$ cat config.mk
export PLATFORM = sky130hd
export DESIGN_NAME = branch_predictor_flat
export DESIGN_NICKNAME = d
export VERILOG_FILES = /design/src/rtl/bp_pkg.sv /design/src/rtl/branch_predictor_if.sv /design/src/rtl/bp_sat_counter.sv /design/src/rtl/branch_predictor.sv /design/src/flat_wrapper.sv
export SDC_FILE = /design/constraint.sdc
export NUM_CORES = 2
export LEC_CHECK = 0
export ABC_CLOCK_PERIOD_IN_PS = 8400
export CORE_UTILIZATION = 30
export DETAILED_ROUTE_END_ITERATION = 8
export PLACE_DENSITY_LB_ADDON = 0.05
export SETUP_SLACK_MARGIN = 0.05
export SYNTH_ARGS = -nofsm -noshare
export SYNTH_HDL_FRONTEND = slang
export SYNTH_SLANG_ARGS = --single-unit
$ cat constraint.sdc
create_clock -name clk -period 8.4 [get_ports clk]
set_input_delay 2.1 -clock clk [delete_from_list [all_inputs] [get_ports clk]]
set_output_delay 2.1 -clock clk [all_outputs]
set_load 0.02 [all_outputs]
$ cat src/rtl/bp_pkg.sv
// Shared types and constants for the fetch-redirect branch predictor.
package bp_pkg;

    localparam int unsigned XLEN      = 32;
    localparam int unsigned MAX_TAG_W = 30;

    // 2-bit direction counter states; bit 1 is the taken prediction
    typedef enum logic [1:0] {
        SNT = 2'b00,
        WNT = 2'b01,
        WT  = 2'b10,
        ST  = 2'b11
    } ctr_e;

    localparam ctr_e CTR_RESET = WNT;
    localparam ctr_e CTR_ALLOC = WT;

    localparam logic [XLEN-1:0] STAT_MAX = 32'hFFFF_FFFF;

    // Tag field is sized for the widest legal tag; narrower tags are zero-extended
    typedef struct packed {
        logic                 valid;
        logic [MAX_TAG_W-1:0] tag;
        logic [XLEN-1:0]      target;
        ctr_e                 ctr;
    } btb_entry_t;

    function automatic logic [XLEN-1:0] sat_inc(input logic [XLEN-1:0] v);
        return (v == STAT_MAX) ? v : v + XLEN'(1);
    endfunction

endpackage

$ cat src/rtl/branch_predictor_if.sv
// IF lookup, EX resolution and statistics signals between the pipeline and the predictor.
interface branch_predictor_if;
    import bp_pkg::*;

    logic [XLEN-1:0] if_pc;
    logic            prediction;
    logic [XLEN-1:0] control_pc;

    logic            ex_valid;
    logic [XLEN-1:0] ex_pc;
    logic            ex_is_branch;
    logic            ex_taken;
    logic [XLEN-1:0] ex_target;
    logic            ex_pred;
    logic [XLEN-1:0] ex_pred_pc;

    logic            flush;
    logic [XLEN-1:0] pc_branch;

    logic [XLEN-1:0] branch_cnt;
    logic [XLEN-1:0] mispred_cnt;

    modport master (
        output if_pc, ex_valid, ex_pc, ex_is_branch, ex_taken, ex_target, ex_pred, ex_pred_pc,
        input  prediction, control_pc, flush, pc_branch, branch_cnt, mispred_cnt
    );

    modport slave (
        input  if_pc, ex_valid, ex_pc, ex_is_branch, ex_taken, ex_target, ex_pred, ex_pred_pc,
        output prediction, control_pc, flush, pc_branch, branch_cnt, mispred_cnt
    );

endinterface

$ cat src/rtl/bp_sat_counter.sv
// 2-bit saturating up/down counter, next-state only.
module bp_sat_counter
    import bp_pkg::*;
(
    input  ctr_e i_ctr,
    input  logic i_inc,
    output ctr_e o_ctr_c
);

    always_comb begin
        o_ctr_c = i_ctr;
        if (i_inc) begin
            if (i_ctr != ST) o_ctr_c = ctr_e'(2'(i_ctr) + 2'd1);
        end else begin
            if (i_ctr != SNT) o_ctr_c = ctr_e'(2'(i_ctr) - 2'd1);
        end
    end

endmodule

$ cat src/rtl/branch_predictor.sv
// Direct-mapped BTB with 2-bit direction counters; drives IF prediction and EX mispredict flush.
module branch_predictor
    import bp_pkg::*;
#(
    parameter int unsigned ENTRIES = 16,
    parameter int unsigned TAG_W   = 26
) (
    input  logic               clk,
    input  logic               rst_n,
    branch_predictor_if.slave  bus
);

    localparam int unsigned IDX_W = $clog2(ENTRIES);
    localparam int unsigned TAG_LO = IDX_W + 2;

    btb_entry_t r_btb [ENTRIES];

    logic [XLEN-1:0] r_branch_cnt;
    logic [XLEN-1:0] r_mispred_cnt;

    logic [IDX_W-1:0]     w_if_idx;
    logic [MAX_TAG_W-1:0] w_if_tag;
    btb_entry_t           w_if_entry;
    logic                 w_if_hit;
    logic                 w_prediction;

    logic [IDX_W-1:0]     w_ex_idx;
    logic [MAX_TAG_W-1:0] w_ex_tag;
    btb_entry_t           w_ex_entry;
    logic                 w_ex_hit;
    ctr_e                 w_ctr_next;

    logic                 w_resolve;
    logic                 w_flush;
    logic [XLEN-1:0]      w_pc_branch;

    // Byte-offset bits never take part in indexing or tagging
    logic w_unused_ok;
    assign w_unused_ok = ^{bus.if_pc[1:0], bus.ex_pc[1:0]};

    assign w_if_idx = bus.if_pc[2 +: IDX_W];
    assign w_if_tag = MAX_TAG_W'(bus.if_pc[TAG_LO +: TAG_W]);
    assign w_ex_idx = bus.ex_pc[2 +: IDX_W];
    assign w_ex_tag = MAX_TAG_W'(bus.ex_pc[TAG_LO +: TAG_W]);

    // Asynchronous-read lookup for the fetch PC
    always_comb begin
        w_if_entry   = r_btb[w_if_idx];
        w_if_hit     = w_if_entry.valid && (w_if_entry.tag == w_if_tag);
        w_prediction = w_if_hit && w_if_entry.ctr[1];
    end

    always_comb begin
        w_ex_entry = r_btb[w_ex_idx];
        w_ex_hit   = w_ex_entry.valid && (w_ex_entry.tag == w_ex_tag);
    end

    // Mispredict detection: wrong direction, wrong target, or a prediction on a non-branch
    always_comb begin
        w_resolve   = bus.ex_valid && bus.ex_is_branch;
        w_flush     = 1'b0;
        w_pc_branch = '0;
        if (w_resolve && (bus.ex_taken != bus.ex_pred)) w_flush = 1'b1;
        if (w_resolve && bus.ex_taken && bus.ex_pred && (bus.ex_target != bus.ex_pred_pc))
            w_flush = 1'b1;
        if (bus.ex_valid && !bus.ex_is_branch && bus.ex_pred) w_flush = 1'b1;
        if (w_flush)
            w_pc_branch = (w_resolve && bus.ex_taken) ? bus.ex_target : bus.ex_pc + XLEN'(4);
    end

    bp_sat_counter u_sat_counter (
        .i_ctr   (w_ex_entry.ctr),
        .i_inc   (bus.ex_taken),
        .o_ctr_c (w_ctr_next)
    );

    always_ff @(posedge clk or negedge rst_n) begin
        if (!rst_n) begin
            for (int unsigned i = 0; i < ENTRIES; i++) begin
                r_btb[i] <= '{valid: 1'b0, tag: '0, target: '0, ctr: CTR_RESET};
            end
        end else if (bus.ex_valid) begin
            if (bus.ex_is_branch) begin
                if (w_ex_hit) begin
                    r_btb[w_ex_idx].ctr <= w_ctr_next;
                    if (bus.ex_taken) r_btb[w_ex_idx].target <= bus.ex_target;
                end else if (bus.ex_taken) begin
                    r_btb[w_ex_idx] <= '{valid: 1'b1, tag: w_ex_tag,
                                         target: bus.ex_target, ctr: CTR_ALLOC};
                end
            end else if (w_ex_hit) begin
                // A non-branch that hits means a stale alias; drop it
                r_btb[w_ex_idx].valid <= 1'b0;
            end
        end
    end

    always_ff @(posedge clk or negedge rst_n) begin
        if (!rst_n) begin
            r_branch_cnt  <= '0;
            r_mispred_cnt <= '0;
        end else begin
            if (w_resolve) r_branch_cnt  <= sat_inc(r_branch_cnt);
            if (w_flush)   r_mispred_cnt <= sat_inc(r_mispred_cnt);
        end
    end

    assign bus.prediction  = w_prediction;
    assign bus.control_pc  = w_prediction ? w_if_entry.target : '0;
    assign bus.flush       = w_flush;
    assign bus.pc_branch   = w_pc_branch;
    assign bus.branch_cnt  = r_branch_cnt;
    assign bus.mispred_cnt = r_mispred_cnt;

endmodule

$ cat src/flat_wrapper.sv
// flat-port wrapper written by rule: the top's interface ports become plain ports
module branch_predictor_flat import bp_pkg::*;
#(
    parameter int unsigned ENTRIES = 16,
    parameter int unsigned TAG_W   = 26
)
  (clk, rst_n, bus_if_pc, bus_ex_valid, bus_ex_pc, bus_ex_is_branch, bus_ex_taken, bus_ex_target, bus_ex_pred, bus_ex_pred_pc, bus_prediction, bus_control_pc, bus_flush, bus_pc_branch, bus_branch_cnt, bus_mispred_cnt);
  branch_predictor_if bus_i ();
  input  logic clk;
  input  logic rst_n;
  input wire logic [$bits(bus_i.if_pc)-1:0] bus_if_pc;
  input wire logic [$bits(bus_i.ex_valid)-1:0] bus_ex_valid;
  input wire logic [$bits(bus_i.ex_pc)-1:0] bus_ex_pc;
  input wire logic [$bits(bus_i.ex_is_branch)-1:0] bus_ex_is_branch;
  input wire logic [$bits(bus_i.ex_taken)-1:0] bus_ex_taken;
  input wire logic [$bits(bus_i.ex_target)-1:0] bus_ex_target;
  input wire logic [$bits(bus_i.ex_pred)-1:0] bus_ex_pred;
  input wire logic [$bits(bus_i.ex_pred_pc)-1:0] bus_ex_pred_pc;
  output wire logic [$bits(bus_i.prediction)-1:0] bus_prediction;
  output wire logic [$bits(bus_i.control_pc)-1:0] bus_control_pc;
  output wire logic [$bits(bus_i.flush)-1:0] bus_flush;
  output wire logic [$bits(bus_i.pc_branch)-1:0] bus_pc_branch;
  output wire logic [$bits(bus_i.branch_cnt)-1:0] bus_branch_cnt;
  output wire logic [$bits(bus_i.mispred_cnt)-1:0] bus_mispred_cnt;
  assign bus_i.if_pc = bus_if_pc;
  assign bus_i.ex_valid = bus_ex_valid;
  assign bus_i.ex_pc = bus_ex_pc;
  assign bus_i.ex_is_branch = bus_ex_is_branch;
  assign bus_i.ex_taken = bus_ex_taken;
  assign bus_i.ex_target = bus_ex_target;
  assign bus_i.ex_pred = bus_ex_pred;
  assign bus_i.ex_pred_pc = bus_ex_pred_pc;
  assign bus_prediction = bus_i.prediction;
  assign bus_control_pc = bus_i.control_pc;
  assign bus_flush = bus_i.flush;
  assign bus_pc_branch = bus_i.pc_branch;
  assign bus_branch_cnt = bus_i.branch_cnt;
  assign bus_mispred_cnt = bus_i.mispred_cnt;
  branch_predictor #(.ENTRIES(ENTRIES), .TAG_W(TAG_W)) u_core (.clk(clk), .rst_n(rst_n), .bus(bus_i));
endmodule
**Word-level counts from Yosys, hierarchy flattened**

Index checks and enable logic that the tools add are counted.

- Register bits: 1104
- Input port bits: 134
- Output and inout bits: 130

- $add $sub $neg: 5
- Magnitude comparators: 3
- Eq/ne operators: 7
- Muxes and demuxes: 32
- Bitwise operators: 4
- Reduce and logical (&&, ||, !) cells: 18

Operator list:

| kind | number |
|---|---|
| 1040-bit two-way mux | 5 |
| 1040-bit bitwise mux | 4 |
| 65-bit demux with 4-bit select | 4 |
| 65-bit binary-select mux with 4-bit select | 2 |
| 65-bit two-way mux | 6 |
| 32-bit two-way mux | 3 |
| 32-bit by 1-bit adder with 32-bit output (second input constant) | 2 |
| 32-bit == test (second input constant) | 2 |
| 30-bit by 26-bit == test with 1-bit output | 2 |
| 34-bit two-way mux | 1 |
| 32-bit by 3-bit adder with 32-bit output (second input constant) | 1 |
| 32-bit != test | 1 |
| 1-bit logical AND | 11 |
| 5-bit >= comparator (second input constant) | 2 |
| 4-bit inverter with 5-bit output | 2 |
| 2-bit two-way mux | 4 |
| 2-bit nonzero test | 3 |
| 5-bit by 1-bit less-than comparator with 1-bit output (second input constant) | 1 |
| 2-bit AND reduction | 2 |
| 1-bit two-way mux | 3 |
| 3-bit AND reduction | 1 |
| 2-bit by 1-bit adder with 2-bit output (second input constant) | 1 |
| 2-bit != test (second input constant) | 1 |
| 1-bit inverter | 2 |
| 3 further kinds | 3 |

**Longest topological paths before layout**

- Word-level depth: 12
- Mapped depth: 16
- Gate-level depth less buffers: 9

**Cells and area by module**

A second synthesis with hierarchy kept.

- Cell total of the unflattened synthesis: 3678
- Area, all modules: 53050.9 um^2

Modules (own cells, without submodules):

| module | instances | cells an instance | area each (um^2) | seq. area each (um^2) |
|---|---|---|---|---|
| branch_predictor | 1 | 3675 | 53024.6 | 26045.0 |
| bp_sat_counter | 1 | 3 | 26.3 | 0.0 |

**Least setup slack after synthesis**

No wires, ideal clock.

- Kind: input to output
- From: input bus_if_pc[2]
- To: output bus_control_pc[10]
- Data arrival time: 5.315 ns
- Data required time: 6.300 ns
- Path slack: 0.985 ns
- Stages: 10
- Buffers on the path: 4
- Path through: clkbuf_1 buf_2 buf_1 mux4_2 mux4_2 xor2_1 nor4_1 nand4_1 clkbuf_1 nor2b_1

- Cells in the longest elaborated chain, start to end: 8

RTL lines:

| item | line | RTL |
|---|---|---|
| from (decl) | flat_wrapper.sv:11 | `input wire logic [$bits(bus_i.if_pc)-1:0] bus_if_pc;` |
| 4-bit inverter with 5-bit output (implied by the code) (*) | branch_predictor.sv:48 | `w_if_entry = r_btb[w_if_idx];` |
| 65-bit binary-select mux with 4-bit select (*) | branch_predictor.sv:48 |  |
| 65-bit two-way mux (implied by the code) (*) (2 in series) | branch_predictor.sv:48 |  |
| 30-bit by 26-bit == test with 1-bit output | branch_predictor.sv:49 | `w_if_hit = w_if_entry.valid && (w_if_entry.tag == w_if_tag);` |
| 1-bit logical AND | branch_predictor.sv:49 |  |
| 1-bit logical AND | branch_predictor.sv:50 | `w_prediction = w_if_hit && w_if_entry.ctr[1];` |
| 32-bit two-way mux (*) | branch_predictor.sv:109 | `assign bus.control_pc = w_prediction ? w_if_entry.target : '0;` |
| to (decl) | flat_wrapper.sv:20 | `output wire logic [$bits(bus_i.control_pc)-1:0] bus_control_pc;` |

Every way passes the cells marked *; elsewhere a longest branch is shown, timed or not. The select of a mux whose other input is x is not followed.

**Worst setup path after layout**

Ends and elaborated chain as after synthesis.

==> flow_summary.yaml <==
clock_tree:
  ctsResizeCount: 0
  h-tree-depth: 4
  root_buffer: "clkbuf_16"
  clkLatencyLatePin_ps: 780
  max-clock-path-buffers: 3
  cts_hold_buffers: 0
  postCtsSetupBuffers: 0
  tritoncts: "built"
  cts_inserted_buffers: 134
  path_clk_slew_ps: 50
  clock_sinks: 1040
finish:
  fillCellCount: 17200
  final_util_pct: 36.0
  area.growth.synth_to_final_pct: 18.7
  drive_above_1_share_pct: 37.3
  fin_nets: 4172
sta:
  finClkSkew_ps: 17.0
  hold_violations: 0
  post-route-period-util_pct: 95.8
  fin_crit_ps: 8050
  fin_ws_ps: 351
  totalNegativeSetupSlack_ps: 0
  fmax_mhz: 124
  relSlewSlack_pct: 21.8
  rsz0062_at_grt: "no"
  drv_slew: 0
  worst_pin_slew_ps: 1170
  finalSetupViolations: 0
  holdWs_ps: 467
die:
  rows: 154
  top_level_ports: 264
  dieArea_sq_um: 180000
  core-area_sq_um: 177000
  die-height_um: 425
  initial_utilization_pct: 30.3
  fp.dieW_um: 425
route:
  drt_iter0_markers: 2451
  final_antenna_net_count: 0
  avgRoutedWirePerCell_um: 30.5
  vias: 33800
  drt_wl_total_mm: 198
  drcViolationCount: 0
  vias_per_cell: 5.22
  first_pass_iters: 6
synth:
  synth_simple_gate_area_share_pct: 6.27
  netlist_area_sq_um: 53600
  yosys.cell_types.count: 71
  synth_fp_nets: 3961
  synth_ff_type: "dfrtp_1"
  netlist_instances: 3820
  synthMuxAreaShare_pct: 35.9
  ys_warn_count: 0
  synthXorXnorAreaFrac_pct: 2.68
  synthAdderAreaFrac_pct: 0.201
  synth_top_family_by_area: "multiplexers"
  synth-edff-count: 0
  synth-seq-cells: 1040
  avgSynthCellArea_sq_um: 14.0
  synth_compound_area_share_pct: 2.96
  synth_seq_area_share_pct: 48.6
  async_flop_share_pct: 100
worst_hold_path:
  hp-class: "reg -> reg"
  whs_path_depth: 2
  hp-start: "u_core.r_btb[210]"
  min_to: "u_core.r_btb[210]"
setup_path:
  r2r_start: "u_core.r_btb[495]"
  slowest_stage: "clkdlybuf4s50_1"
  max_stage_delay_ps: 630
  start_kind: "input port"
  cp_max_fo: 40
  path_cells: "buf_12, buf_4, buf_4, mux4_2, mux4_2, xor2_1, nor4_1, nand4_1, buf_12, nor2b_1, clkdlybuf4s50_1"
  reg2reg_depth: 10
  critical_path_class: "in -> out"
  crit_buf_inv: 5
  crit_family: "buffers and inverters"
  crit_required_ps: 6300
  reg2reg_to: "u_core.r_btb[761]"
  worstPathArrival_ps: 5950
  cp-end-kind: "primary output"
  reg2reg_slack_ps: 3690
place:
  hpwlAfterDp_mm: 122
  numPortBuffers: 261
  finalWeightedCongestion: 0.788
  dp_slack_ps: 155
global_route:
  grt_pass1_wl_mm: 283
  grt-ovfl-total: 0
  grt_antenna_before_repair: 16
  grt_max_degree: 161
  grt_pass1_vias: 35700
  grt.total_usage_pct: 22.1
outcome:
  status: "completed"
pwr:
  vdd_drop_max_v: 0.000158
  powerDensity_nw_per_um2: 209
  p_leak_nw: 28.7
run:
  cap_violations: 0
[flip-flops by register name, summed over array words and instances (netlist names)]
name and count:
u_core.bus.branch_cnt 32, u_core.bus.mispred_cnt 32, u_core.r_btb 976
[layout by cell type (no fill, tap or decap), types with 54 or more instances in the layout]
master,instances
mux2_2,580
xor2_1,78
clkdlybuf4s50_1,240
nand2_1,370
xnor2_1,86
mux2_4,102
mux2_1,154
dfrtp_1,1024
buf_4,176
clkbuf_16,135
nor2_1,78
nand3_1,56
mux4_2,396
nor2b_1,54
mux2i_1,54
[worst max path at each step]
stage / startpoint / end / slack, ps / cells after the start
after global routing: bus_if_pc[2] / bus_control_pc[9] / 120 / 11
after floorplan: bus_if_pc[2] / bus_control_pc[10] / 980 / 10
after detailed placement: bus_if_pc[2] / bus_control_pc[21] / 160 / 8
final: bus_if_pc[2] / bus_control_pc[10] / 350 / 11
after global placement: bus_if_pc[2] / bus_control_pc[21] / 160 / 8
after CTS: bus_if_pc[2] / bus_control_pc[21] / 160 / 8
[final cells by class]
type                            count  area, sq um  area share [%]
Antenna cell                        3         7.51          0.0118
Inverter                           38          143           0.224
Sequential cell                  1040        26000            40.9
Multi-Input combinational cell   2375        25900            40.7
Clock buffer                      204         3910            6.14
Tap cell                         2340         2930            4.60
Clock inverter                     38          514           0.808
Timing Repair Buffer              442         4180            6.57
[power by group]
group	internal [W]	switching, W	total [W]
clock	0.00345	0.00238	0.00583
combinational	0.000892	0.000882	0.00177
sequential	0.00543	0.000270	0.00570
[per-layer routing]
| metal | wire [um] | track usage [%] |
|---|---|---|
| met1 | 90600 | 30.4 |
| met2 | 96000 | 36.3 |
| met3 | 5470 | 2.55 |
| met4 | 5760 | 6.77 |
| met5 | 0 | 0 |
[cell usage after synthesis, types with 28 or more instances]
library cell | n | area [sq um]
nand3_1 | 57 | 285
mux2_4 | 102 | 1530
inv_1 | 37 | 139
buf_2 | 35 | 175
xnor2_1 | 86 | 753
mux2_1 | 154 | 1730
mux4_2 | 396 | 8920
nand4_1 | 28 | 175
mux2_2 | 580 | 6530
nor2_1 | 78 | 293
buf_6 | 29 | 327
clkbuf_1 | 264 | 991
o21ai_0 | 31 | 155
nor2b_1 | 54 | 338
xor2_1 | 78 | 683
and3_1 | 33 | 206
nand2_1 | 386 | 1450
buf_1 | 33 | 124
dfrtp_1 | 1024 | 25600
mux2i_1 | 54 | 541
[stage by stage]
step                cells  cell area [sq um]  total power [W]
finish               6480              63600           0.0133
global route         6479              63600           0.0139
CTS                  6477              63600           0.0135
detailed placement   6235              59200          0.00759
global placement     6235              59200          0.00758
floorplan            3820              53600          0.00680
[logic make-up after synthesis]
group           Yosys count
mux                    1286
flops                  1040
simple gates            725
buf+inv                 405
compound gates          191
xor+xnor                164
fa+ha+maj                 9
[worst register-to-register path, delay by kind of cell (launching register included)]
kind                   cells  cell delay [ps]
muxes                      4             1530
buffers and inverters      2              840
AOI/OAI and AO/OA          4             1840
DFF                        1              400
No activity file was read; power rests on OpenSTA's default activity.
